`config.mk`:
```
export PLATFORM = sky130hd
export DESIGN_NAME = tree_router_sync
export DESIGN_NICKNAME = d
export VERILOG_FILES = /design/src/rtl/tree_noc_pkg.sv /design/src/rtl/sync_fifo.sv /design/src/rtl/tree_router_sync.sv
export SDC_FILE = /design/constraint.sdc
export NUM_CORES = 1
export LEC_CHECK = 0
export BUFFER_PORTS_ARGS = -buffer_cell sky130_fd_sc_hd__buf_2
export CORE_ASPECT_RATIO = 1.75
export CORE_UTILIZATION = 55
export DETAILED_ROUTE_END_ITERATION = 10
export GPL_ROUTABILITY_DRIVEN = 0
export PLACE_DENSITY = 0.85
export SKIP_LAST_GASP = 1
export SYNTH_ARGS = -nofsm -noshare
export SYNTH_HDL_FRONTEND = slang
export SYNTH_SLANG_ARGS = --single-unit
export TNS_END_PERCENT = 10
```
`constraint.sdc`:
```
create_clock -name CLK -period 3.7 [get_ports CLK]
set_clock_uncertainty 0.1 [all_clocks]
set_input_delay 0.37 -clock CLK [delete_from_list [all_inputs] [get_ports CLK]]
set_output_delay 0.37 -clock CLK [all_outputs]
set_load 0.03 [all_outputs]
```
`src/rtl/tree_noc_pkg.sv`:
```
// Shared types and routing rule for the synchronous tree NoC.
//   flit_t    : {dest, data} flit at the default network widths
//   port_e    : port index of a router node, plus PORT_DROP for misrouted flits
//   route_f() : output port selected for a flit arriving on a given input
package tree_noc_pkg;

  localparam int NOC_ADDR_W = 4;
  localparam int NOC_DATA_W = 8;

  typedef struct packed {
    logic [NOC_ADDR_W-1:0] dest;
    logic [NOC_DATA_W-1:0] data;
  } flit_t;

  typedef enum logic [1:0] {
    PORT_P    = 2'd0,
    PORT_C0   = 2'd1,
    PORT_C1   = 2'd2,
    PORT_DROP = 2'd3
  } port_e;

  function automatic logic [NOC_ADDR_W-1:0] dest(input flit_t f);
    return f.dest;
  endfunction

  function automatic logic [NOC_DATA_W-1:0] data(input flit_t f);
    return f.data;
  endfunction

  // dst is the zero-extended destination address. The root owns every
  // address; any other node owns only the addresses whose bits above
  // LEVEL equal its subtree id.
  function automatic port_e route_f(input logic [31:0] dst, input int level,
                                    input int subtree_id, input int addr_w,
                                    input port_e src);
    logic [31:0] upper;
    logic [31:0] mask;
    logic        in_sub;
    logic        dbit;
    port_e       r;
    mask   = (32'd1 << (addr_w - level - 1)) - 32'd1;
    upper  = (dst >> (level + 1)) & mask;
    in_sub = (level == addr_w - 1) || (upper == $unsigned(subtree_id));
    dbit   = dst[level[4:0]];
    case (src)
      PORT_P:  r = in_sub ? (dbit ? PORT_C1 : PORT_C0) : PORT_DROP;
      // A child flit addressed back into its own half is a U-turn: drop it.
      PORT_C0: r = !in_sub ? PORT_P : (dbit ? PORT_C1 : PORT_DROP);
      PORT_C1: r = !in_sub ? PORT_P : (dbit ? PORT_DROP : PORT_C0);
      default: r = PORT_DROP;
    endcase
    return r;
  endfunction

endpackage

```
`src/rtl/sync_fifo.sv`:
```
// Single-clock FIFO with registered full/empty.
//   clk, rst_n  : clock, async active-low reset (pointers/count only)
//   push, wdata : write; caller guarantees !full
//   pop         : read-advance; caller guarantees !empty
//   rdata       : current head, valid while !empty
//   full, empty : occupancy flags derived from the registered count
module sync_fifo #(
  parameter int WIDTH = 12,
  parameter int DEPTH = 2
) (
  input  logic             clk,
  input  logic             rst_n,
  input  logic             push,
  input  logic [WIDTH-1:0] wdata,
  input  logic             pop,
  output logic [WIDTH-1:0] rdata,
  output logic             full,
  output logic             empty
);

  localparam int AW = $clog2(DEPTH);
  localparam int CW = AW + 1;

  logic [WIDTH-1:0] mem_q [DEPTH];
  logic [AW-1:0]    wr_ptr_q, wr_ptr_d;
  logic [AW-1:0]    rd_ptr_q, rd_ptr_d;
  logic [CW-1:0]    count_q, count_d;

  // DEPTH is a power of two, so pointer wrap is plain overflow.
  always_comb begin
    wr_ptr_d = wr_ptr_q;
    rd_ptr_d = rd_ptr_q;
    if (push) wr_ptr_d = wr_ptr_q + AW'(1);
    if (pop)  rd_ptr_d = rd_ptr_q + AW'(1);
    count_d = count_q + CW'(push) - CW'(pop);
  end

  always_ff @(posedge clk or negedge rst_n) begin
    if (!rst_n) begin
      wr_ptr_q <= '0;
      rd_ptr_q <= '0;
      count_q  <= '0;
    end else begin
      wr_ptr_q <= wr_ptr_d;
      rd_ptr_q <= rd_ptr_d;
      count_q  <= count_d;
    end
  end

  always_ff @(posedge clk) begin
    if (push) mem_q[wr_ptr_q] <= wdata;
  end

  assign rdata = mem_q[rd_ptr_q];
  assign full  = (count_q == CW'(DEPTH));
  assign empty = (count_q == '0);

endmodule

```
`src/rtl/tree_router_sync.sv`:
```
// Three-port tree router node (parent p, children c0/c1).
//   CLK, _RESET          : clock, async active-low reset
//   *_in_valid/ready/flit : input handshake into a per-port FIFO
//   *_out_valid/ready/flit: registered output stage per port
//   *_grant               : source of the last load (0 = first-listed source)
//   drop_cnt              : saturating count of misrouted flits
// Output sources: p <- {c0, c1}; c0 <- {c1, p}; c1 <- {c0, p}.
module tree_router_sync
  import tree_noc_pkg::*;
#(
  parameter int DATA_W     = 8,
  parameter int ADDR_W     = 4,
  parameter int LEVEL      = 1,
  parameter int SUBTREE_ID = 1,
  parameter int FIFO_DEPTH = 2
) (
  input  logic                     CLK,
  input  logic                     _RESET,
  input  logic                     p_in_valid,
  output logic                     p_in_ready,
  input  logic [ADDR_W+DATA_W-1:0] p_in_flit,
  input  logic                     c0_in_valid,
  output logic                     c0_in_ready,
  input  logic [ADDR_W+DATA_W-1:0] c0_in_flit,
  input  logic                     c1_in_valid,
  output logic                     c1_in_ready,
  input  logic [ADDR_W+DATA_W-1:0] c1_in_flit,
  output logic                     p_out_valid,
  input  logic                     p_out_ready,
  output logic [ADDR_W+DATA_W-1:0] p_out_flit,
  output logic                     c0_out_valid,
  input  logic                     c0_out_ready,
  output logic [ADDR_W+DATA_W-1:0] c0_out_flit,
  output logic                     c1_out_valid,
  input  logic                     c1_out_ready,
  output logic [ADDR_W+DATA_W-1:0] c1_out_flit,
  output logic                     p_grant,
  output logic                     c0_grant,
  output logic                     c1_grant,
  output logic [7:0]               drop_cnt
);

  localparam int FW = ADDR_W + DATA_W;

  // Index 0 = p, 1 = c0, 2 = c1 throughout.
  logic [2:0]    in_valid, in_ready, push, pop, drop, head_vld, full, empty;
  logic [2:0]    out_ready, out_valid, grant;
  logic [FW-1:0] in_flit  [3];
  logic [FW-1:0] head     [3];
  logic [FW-1:0] out_flit [3];
  port_e         route    [3];
  logic [2:0]    out_pop  [3];
  logic [7:0]    drop_cnt_q, drop_cnt_d;

  function automatic logic [7:0] sat_add8(input logic [7:0] a, input logic [1:0] n);
    logic [9:0] s;
    s = {2'b00, a} + {8'b0, n};
    return (s > 10'd255) ? 8'hFF : s[7:0];
  endfunction

  assign in_valid  = {c1_in_valid, c0_in_valid, p_in_valid};
  assign out_ready = {c1_out_ready, c0_out_ready, p_out_ready};
  assign in_flit[0] = p_in_flit;
  assign in_flit[1] = c0_in_flit;
  assign in_flit[2] = c1_in_flit;

  // in_ready depends only on registered occupancy (and reset), never on out_ready.
  assign in_ready = ~full & {3{_RESET}};
  assign push     = in_valid & in_ready;

  // ---- input stage: FIFO + route decode of the head ----
  for (genvar i = 0; i < 3; i++) begin : g_in
    sync_fifo #(.WIDTH(FW), .DEPTH(FIFO_DEPTH)) u_fifo (
      .clk   (CLK),
      .rst_n (_RESET),
      .push  (push[i]),
      .wdata (in_flit[i]),
      .pop   (pop[i]),
      .rdata (head[i]),
      .full  (full[i]),
      .empty (empty[i])
    );
    assign head_vld[i] = !empty[i];
    assign route[i]    = route_f(32'(head[i][FW-1 -: ADDR_W]), LEVEL, SUBTREE_ID,
                                 ADDR_W, port_e'(i));
    assign drop[i]     = head_vld[i] && (route[i] == PORT_DROP);
  end

  // ---- output stage: round-robin merge into a registered output ----
  for (genvar o = 0; o < 3; o++) begin : g_out
    localparam int S0 = (o == 0) ? 1 : (o == 1) ? 2 : 1;
    localparam int S1 = (o == 0) ? 2 : 0;

    logic          req0, req1, load, pick1;
    logic          valid_q, valid_d;
    logic          grant_q, grant_d;
    logic          rr_q, rr_d;
    logic [FW-1:0] flit_q, flit_d;

    always_comb begin
      req0    = head_vld[S0] && (route[S0] == port_e'(o));
      req1    = head_vld[S1] && (route[S1] == port_e'(o));
      load    = (!valid_q || out_ready[o]) && (req0 || req1);
      pick1   = req1 && (!req0 || rr_q);
      valid_d = valid_q;
      grant_d = grant_q;
      flit_d  = flit_q;
      rr_d    = rr_q;
      if (load) begin
        valid_d = 1'b1;
        grant_d = pick1;
        flit_d  = pick1 ? head[S1] : head[S0];
        // Only a contested grant moves the pointer, toward the loser.
        if (req0 && req1) rr_d = !pick1;
      end else if (out_ready[o]) begin
        valid_d = 1'b0;
      end
    end

    always_ff @(posedge CLK or negedge _RESET) begin
      if (!_RESET) begin
        valid_q <= 1'b0;
        grant_q <= 1'b0;
        rr_q    <= 1'b0;
        flit_q  <= '0;
      end else begin
        valid_q <= valid_d;
        grant_q <= grant_d;
        rr_q    <= rr_d;
        flit_q  <= flit_d;
      end
    end

    assign out_pop[o]   = !load ? 3'b000 : (pick1 ? (3'b001 << S1) : (3'b001 << S0));
    assign out_valid[o] = valid_q;
    assign grant[o]     = grant_q;
    assign out_flit[o]  = flit_q;
  end

  assign pop = drop | out_pop[0] | out_pop[1] | out_pop[2];

  // ---- drop counter ----
  always_comb begin
    drop_cnt_d = sat_add8(drop_cnt_q, 2'(drop[0]) + 2'(drop[1]) + 2'(drop[2]));
  end

  always_ff @(posedge CLK or negedge _RESET) begin
    if (!_RESET) drop_cnt_q <= '0;
    else         drop_cnt_q <= drop_cnt_d;
  end

  assign p_in_ready   = in_ready[0];
  assign c0_in_ready  = in_ready[1];
  assign c1_in_ready  = in_ready[2];
  assign p_out_valid  = out_valid[0];
  assign c0_out_valid = out_valid[1];
  assign c1_out_valid = out_valid[2];
  assign p_out_flit   = out_flit[0];
  assign c0_out_flit  = out_flit[1];
  assign c1_out_flit  = out_flit[2];
  assign p_grant      = grant[0];
  assign c0_grant     = grant[1];
  assign c1_grant     = grant[2];
  assign drop_cnt     = drop_cnt_q;

endmodule

```
==> impl_results.md, run 1 <==
* Status: completed
* HPWL Detailed at approximately 9.0 mm
* Critical path arrival at 3.55 ns
* Initial Util at roughly 56%
* Share of layout cells above drive strength 1 at 28.7%
* Tightest Pin Transition at between 1 and 1.5 ns
* Setup Viol. Count Final at 0
* Async SR Flop Fraction at around 47%
* Wire length on met1 at approximately 4.7 mm
* Post-layout nets at 549
* Final Hold Fails at 0
* Pin count of the biggest net entering global routing at 32
* Routed Antenna Nets at 0
* P_leak at 0.00299 uW
* DRC at 0
* Fin crit period at 3.30 ns
* Placed cells at 600
* Reg clk slew, reported paths at 0.06 ns
* CTS tree: done
* Netlist cell types at 42
* # rows at 48
* Pre-CTS setup slack at 0.479 ns
* Slew margin rel. at approximately a third
* Max Clock Freq at 0.303 GHz
* Post-synthesis sequential area ratio at 68.6%
* Reg2reg start: g_in[0].u_fifo.rd_ptr_q
* Top sig layer: met4
* # diodes at 0
* Largest cells by area after synthesis: edfxtp_1 39%, dfrtp_1 29%, mux2i_1 6.2%
* Synthesized flop and latch total at 137
* Area growth from synthesis to layout at 23.1%
* Buffers on Ports at 96
* Fin crit share at 89.2%
* Syn Area/Cell at 14.5 um^2
* DR WL met2 at 6.89 mm
* Clock buffer depth at 2
* Post-synth top flop: edfxtp_1
* First-pass GRT wire length at 20.3 mm
* Type of the worst setup path: flop to flop
* Syn Std Cell Area at between 0.005 and 0.006 mm^2
* 1st-iter DRT viols at 307
* DR vias/cell at 5.98
* Die area at between 0.01 and 0.015 mm^2
* H-tree lvl count at 4
* CTS Sinks at 137
* I/O Pins at 97
* Vias at 3785
* Post-synthesis cell count at 382
* GRT Util Overall at 27.1%
* Num CTS Buffers at 17
* FILL cells at between 600 and 700
* Met3 WL at just under 800 um
* Top-area cell type share of the netlist area at 39.1%
* Total grt overflow at 0
* YS warnings at 0
* CTS root buf: clkbuf_16
* Crit path required time at 3.95 ns
* Post-route setup TNS at 0 ns
* Worst setup margin at 0.399 ns
* Type of element launching the critical path: flop
* Hold_sp: c0_in_flit[10]
* Number of max-cap violations at 0
* Pwr Density at roughly 950 mW/mm^2
* Element type at the critical path end: flop
* Total iterations of the first detailed-routing run at 7
* Non-Filler Instances at approximately 630
* Hold slack final at 0.0351 ns
* CP max FO at 14
* Setup crit start: g_in[0].u_fifo.rd_ptr_q
* Initial antenna violation count at 0
* Hold Path Class: input port to flop
* Syn nets at around 440
* Core area at just under 0.01 mm^2
* Clock latency on the worst-skew pair at 0.42 ns
* Final WL at approximately 13 mm
* Post-synth EDFFs at 72
* DIE WIDTH at 77.8 um
* RSZ-0062 raised after global routing: false
* Yosys top cell by area: edfxtp_1
* Slew Viols, Final at 0
* Drt wl/cell at 20.7 um
* Die Height at 135 um
* Worst vdd ir at about 0.74 mV
* Vias in the first global route at 3819
-- layer usage --
layer	track usage, %	vias up
li1	-	1639
met1	29.9	1894
met2	45.8	209
met3	6.35	43
met4	18.7	0
met5	0	-
-- worst max-delay path, stage by stage (launching register included) --
cell and delay [ns]:
dfrtp_1 0.64, or3b_4 0.54, nand2_1 0.10, nor2_1 0.08, fa_1 0.53, ha_1 0.18
inv_1 0.06, fa_1 0.45, nor2_1 0.20, nand3_1 0.21, nand2b_1 0.14
-- final timing paths --
path | to | slack (ns) | cells past startpoint
worst max-delay path | drop_cnt[0] | 0.40 | 10
worst min-delay path | g_in[1].u_fifo.mem_q[1][10] | 0.04 | 1
worst max register to register | drop_cnt[0] | 0.40 | 10
worst min register to register | c1_out_flit[10] | 0.37 | 1
max in group asynchronous | g_in[2].u_fifo.wr_ptr_q | 2.41 | 3
min in group asynchronous | g_in[0].u_fifo.wr_ptr_q | 0.33 | 2
-- sequential cells by signal (all words and copies together) (netlist names) --
register              count
c0_grant                  1
c0_out_flit              12
c0_out_valid              1
c1_grant                  1
c1_out_flit              12
c1_out_valid              1
drop_cnt                  8
g_in.u_fifo.count_q       6
g_in.u_fifo.mem_q        72
g_in.u_fifo.rd_ptr_q      3
g_in.u_fifo.wr_ptr_q      3
g_out.rr_q                3
p_grant                   1
p_out_flit               12
p_out_valid               1
-- final cells by class --
cell class	count	area [um^2]	area share, %
flip-flops and latches	137	3790	55.7
multi-input cells	216	1600	23.5
repair buffers	109	581	8.53
clock buffers	19	433	6.36
clock inverters	13	193	2.83
well taps	125	156	2.30
inverters	14	52.6	0.772
-- placed cells by master, fill, tap and decap left out, drive strengths merged, types with 2 or more instances in the layout --
master    instances
a21oi             2
nor2             13
inv              16
o21ai             4
xor2              6
mux2i            34
bufinv            4
a21boi            3
or3               2
nand2            50
or3b              2
edfxtp           72
nand3             5
a211oi            3
nand2b            8
nand4             2
o211ai            4
and3              3
clkinvlp          2
o221ai           30
nor3              2
xnor2            13
fa                2
and2              3
ha                8
a211o             4
dfrtp            65
buf             108
clkbuf           19
clkinv            5
nand3b            5
-- metrics by stage --
stage	cell area, um^2	utilization (%)	total power, uW
after floorplan	5530	-	3930
after global placement	6170	63.0	4540
after detailed placement	6170	63.0	4650
after CTS	6810	69.5	6470
after global routing	6810	69.5	6760
final	6810	69.5	6480
-- cell families after synthesis --
logic type | count (synthesis) | share of synthesized area, %
flip-flops | 137 | 68.6
AND/OR/NAND/NOR | 97 | 8.56
AO/OA/AOI/OAI | 55 | 8.38
multiplexers | 35 | 6.36
buffers and inverters | 29 | 2.47
XOR/XNOR | 19 | 3.15
adder cells (fa/ha/maj) | 10 | 2.54
-- power by group --
group / internal, uW / switching [uW] / leakage [uW] / total (uW)
Sequential: 2050 / 372 / 0.00145 / 2430
Clock: 1130 / 645 / 0.000298 / 1780
Combinational: 811 / 1470 / 0.00125 / 2280
Total: 4000 / 2480 / 0.00299 / 6480
-- repair_timing --
item,CTS,global route
buffers inserted,0,0
resized for setup,0,0
hold buffers,1,0
hold endpoints to repair,12,0
-- synth_stat cells, types with 2 or more instances --
master	n
nand4_1	2
fa_1	2
inv_1	14
and2_1	3
clkbuf_1	5
a211o_1	4
ha_1	8
o221ai_1	30
xor2_1	5
o21ai_0	4
dfrtp_1	65
nand2_1	50
nand3_1	5
buf_2	7
edfxtp_1	72
nand3b_1	4
nor3_1	2
mux2i_1	34
a21oi_1	2
a21boi_0	3
o211ai_1	4
nor2_1	13
and3_1	3
xnor2_1	13
or3_1	2
nand2b_1	8
buf_6	2
or3b_4	2
(Power assumes the default switching activity.)
==> run 2: changes to the inputs <==
Settings changed: ABC_AREA set to 1, CORE_UTILIZATION 55 to 56.
==> impl_results.md, run 2 <==
* Status: completed
* Number of max-cap violations at 0 (unchanged)
* CTS tree: done
* Initial Util at 57.1% (+0.68 points)
* Initial antenna violation count at 0 (unchanged)
* Post-synthesis adder-cell area fraction at 2.40% (-0.14 points)
* YS warnings at 0 (unchanged)
* Largest cells by area after synthesis: edfxtp_1 37%, dfrtp_1 28%, nand2_1 14%
* Sum of buffers and inverters on the critical path at 4 (+3)
* Crit path required time at 3.93 ns (-0.02 ns)
* Area share of and/or/nand/nor cells after synthesis at 23.6% (+15 points)
* Synthesized flop and latch total at 137 (unchanged)
* Vias in the first global route at 4307 (+13%)
* CTS Hold Bufs at 0 (-1)
* Share of layout cells above drive strength 1 at 23.4% (-5.3 points)
* Top-area cell type share of the netlist area at 37.0% (-2.2 points)
* Top-count cell post-synth: nand2_1
* CTS Sinks at 137 (unchanged)
* Final Hold Fails at 0 (unchanged)
* Area growth from synthesis to layout at 20.7%
* Pwr Density at 961 mW/mm^2 (+0.89%)
* Element type at the critical path end: flop
* Routed Antenna Nets at 0 (unchanged)
* Setup crit start: g_in[0].u_fifo.rd_ptr_q
* Post-route setup TNS at 0 ns (unchanged)
* DR WL met2 at 7.02 mm (+1.8%)
* Largest family of logic cells by synthesized area: simple AND/OR/NAND/NOR gates
* First-pass GRT wire length at 20.6 mm (+1.6%)
* Hold Path Class: input port to flop
* Vias at 4280 (+13%)
* DIE WIDTH at 79.3 um (+1.9%)
* Buffers on Ports at 96 (unchanged)
* Commonest cells post-synth: 223 x nand2_1, 72 x edfxtp_1, 65 x dfrtp_1
* Total grt overflow at 0 (unchanged)
* Mux share of post-synthesis cell area at 0.513% (-5.8 points)
* Type of the worst setup path: flop to flop
* Core area at 0.0102 mm^2 (+4.6%)
* Drt wl/cell at 16.1 um (-22%)
* Syn Std Cell Area at 0.00585 mm^2 (+5.8%)
* Met3 WL at 605 um (-22%)
* 1st-iter DRT viols at 326 (+6.2%)
* # rows at 49 (+2.1%)
* Post-synth EDFFs at 72 (unchanged)
* Wire length on met1 at 4.73 mm (+1.7%)
* RSZ-0062 raised after global routing: false
* Max Clock Freq at 0.295 GHz (-2.5%)
* CTS root buf: clkbuf_16
* Most flops, register: g_in.u_fifo.mem_q
* Reg clk slew, reported paths at 0.06 ns (about the same)
* Die area at 0.0109 mm^2 (+3.9%)
* Tightest Pin Transition at 1.03 ns (+0.0113 ns)
* Post-layout nets at 732 (+33%)
* P_leak at 0.00343 uW (+15%)
* Hold_sp: p_in_flit[2]
* Top cell family by delay on the critical path: adder cells
* Pin count of the biggest net entering global routing at 66 (+110%)
* Commonest non-fill, non-tap cell in the layout: nand2_1
* Critical path, cell by cell: inv_2 > nand2_1 > nand2_2 > and2_1 > or2_1 > inv_1 > fa_1 > ha_1 > inv_1 > fa_1 > nor3_2 > nand4_1 > buf_4 > o21ai_0
* DR vias/cell at 5.23 (-12%)
* Synth Area in XOR/XNOR at 2.10% (-1.1 points)
* Syn nets at 624 (+43%)
* Total iterations of the first detailed-routing run at 6 (-1)
* Slowest cell on crit path: dfrtp_1
* Post-synth top flop: edfxtp_1
* Final WL at 13.2 mm (+0.28%)
* Syn Area/Cell at 10.3 um^2 (-29%)
* GRT Util Overall at 26.1% (-0.98 points)
* Pre-CTS setup slack at 0.157 ns (-0.322 ns)
* Clock latency on the worst-skew pair at 0.41 ns (about the same)
* Yosys top cell by area: edfxtp_1
* Die Height at 137 um (+1.9%)
* Post-synthesis cell count at 570 (+49%)
* Fin crit period at 3.39 ns (+0.0856 ns)
* Critical path arrival at 3.62 ns (+0.07 ns)
* HPWL Detailed at 9.49 mm (+5.6%)
* Slew margin rel. at 31.3% (-0.76 points)
* Reg2reg start: g_in[0].u_fifo.rd_ptr_q
* Num CTS Buffers at 17 (unchanged)
* I/O Pins at 97 (unchanged)
* Worst setup margin at 0.314 ns (-0.0856 ns)
* CP max stage delay at 0.57 ns (-0.07 ns)
* Setup Viol. Count Final at 0 (unchanged)
* Worst vdd ir at 0.572 mV (-23%)
* Slew Viols, Final at 0 (unchanged)
* H-tree lvl count at 4 (unchanged)
* Netlist cell types at 35 (-17%)
* Synth Area in Compound Gates at 1.58% (-6.8 points)
* Fin crit share at 91.5% (+2.3 points)
* Post-synthesis sequential area ratio at 64.8% (-3.8 points)
* Async SR Flop Fraction at 47.4% (unchanged)
* DRC at 0 (unchanged)
* Clock buffer depth at 2 (unchanged)
* Type of element launching the critical path: flop
* Max FFs per register at 72 (unchanged)
* Top sig layer: met4
* CP max FO at 15 (+1)
* Most frequent cells in the layout: 223 x nand2_1, 96 x buf_2, 72 x edfxtp_1
* # diodes at 0 (unchanged)
==> run 2: cell types whose count changed after synthesis, moves of 5 or more <==
| cell | previous run | this run |
|---|---|---|
| or2_2 | 0 | 5 |
| nor2_1 | 13 | 19 |
| o221ai_1 | 30 | 0 |
| nand2_2 | 0 | 8 |
| nand2_1 | 50 | 223 |
| nand2b_1 | 8 | 0 |
| buf_2 | 7 | 1 |
| xnor2_1 | 13 | 6 |
| or2_1 | 0 | 5 |
| mux2i_1 | 34 | 3 |
| inv_2 | 0 | 5 |
| inv_1 | 14 | 59 |
| nand3_1 | 5 | 37 |
==> run 2: cells by family (layout without fill, tap and decap cells) <==
group,Yosys count,count (layout)
AND/OR/NAND/NOR,316,316
flip-flops,137,137
buffers and inverters,74,195
AO/OA/AOI/OAI,16,16
XOR/XNOR,14,14
adder cells (fa/ha/maj),10,10
multiplexers,3,3
==> run 2: repair_timing <==
| action | 4_1_cts | 5_1_grt |
|---|---|---|
| resized for setup | 0 | 1 |
| buffers inserted | 0 | 1 |
| endpoints found under the setup margin | 0 | 8 |
==> run 2: final timing paths <==
kind                                               to  slack, ns  depth (start not counted)
min in group asynchronous             c1_out_flit[10]       0.06                          2
setup reg to reg                          drop_cnt[2]       0.31                         14
hold / removal             g_in[0].u_fifo.mem_q[1][2]       0.05                          1
setup / recovery                          drop_cnt[2]       0.31                         14
hold reg to reg                        c1_out_flit[9]       0.36                          1
max in group asynchronous              c0_out_flit[3]       2.92                          2
==> run 2: area by class of cell <==
cell class,instances,area (um^2)
sequential,137,3790
fill,715,3180
multi-input combinational,359,1770
timing repair buffer,98,495
clock buffer,17,425
inverter,65,245
clock inverter,15,174
tap,127,159
==> run 2: per-stage QoR <==
| stage | cell area, um^2 | instances | util (%) | hold WS (ns) | power, uW |
|---|---|---|---|---|---|
| floorplan | 5850 | 570 | - | -0.0256 | 4280 |
| global placement | 6450 | 785 | 63.0 | 0.343 | 4900 |
| detailed placement | 6450 | 785 | 63.0 | 0.356 | 5040 |
| CTS | 7050 | 817 | 68.8 | 0.0372 | 6780 |
| global route | 7060 | 818 | 68.9 | 0.0333 | 7190 |
| finish | 7060 | 818 | 68.9 | 0.0455 | 6780 |
==> run 2: per-layer routing <==
metal	vias to the layer above	GRT usage [%]
li1	2034	-
met1	2009	28.8
met2	180	45.6
met3	57	5.36
met4	0	15.9
met5	-	0
==> run 2: power by group <==
| part | internal (uW) | leakage (uW) | switching (uW) |
|---|---|---|---|
| Clock | 1060 | 0.000283 | 645 |
| Sequential | 2070 | 0.00144 | 321 |
| Combinational | 808 | 0.00170 | 1880 |
| Total | 3940 | 0.00343 | 2840 |
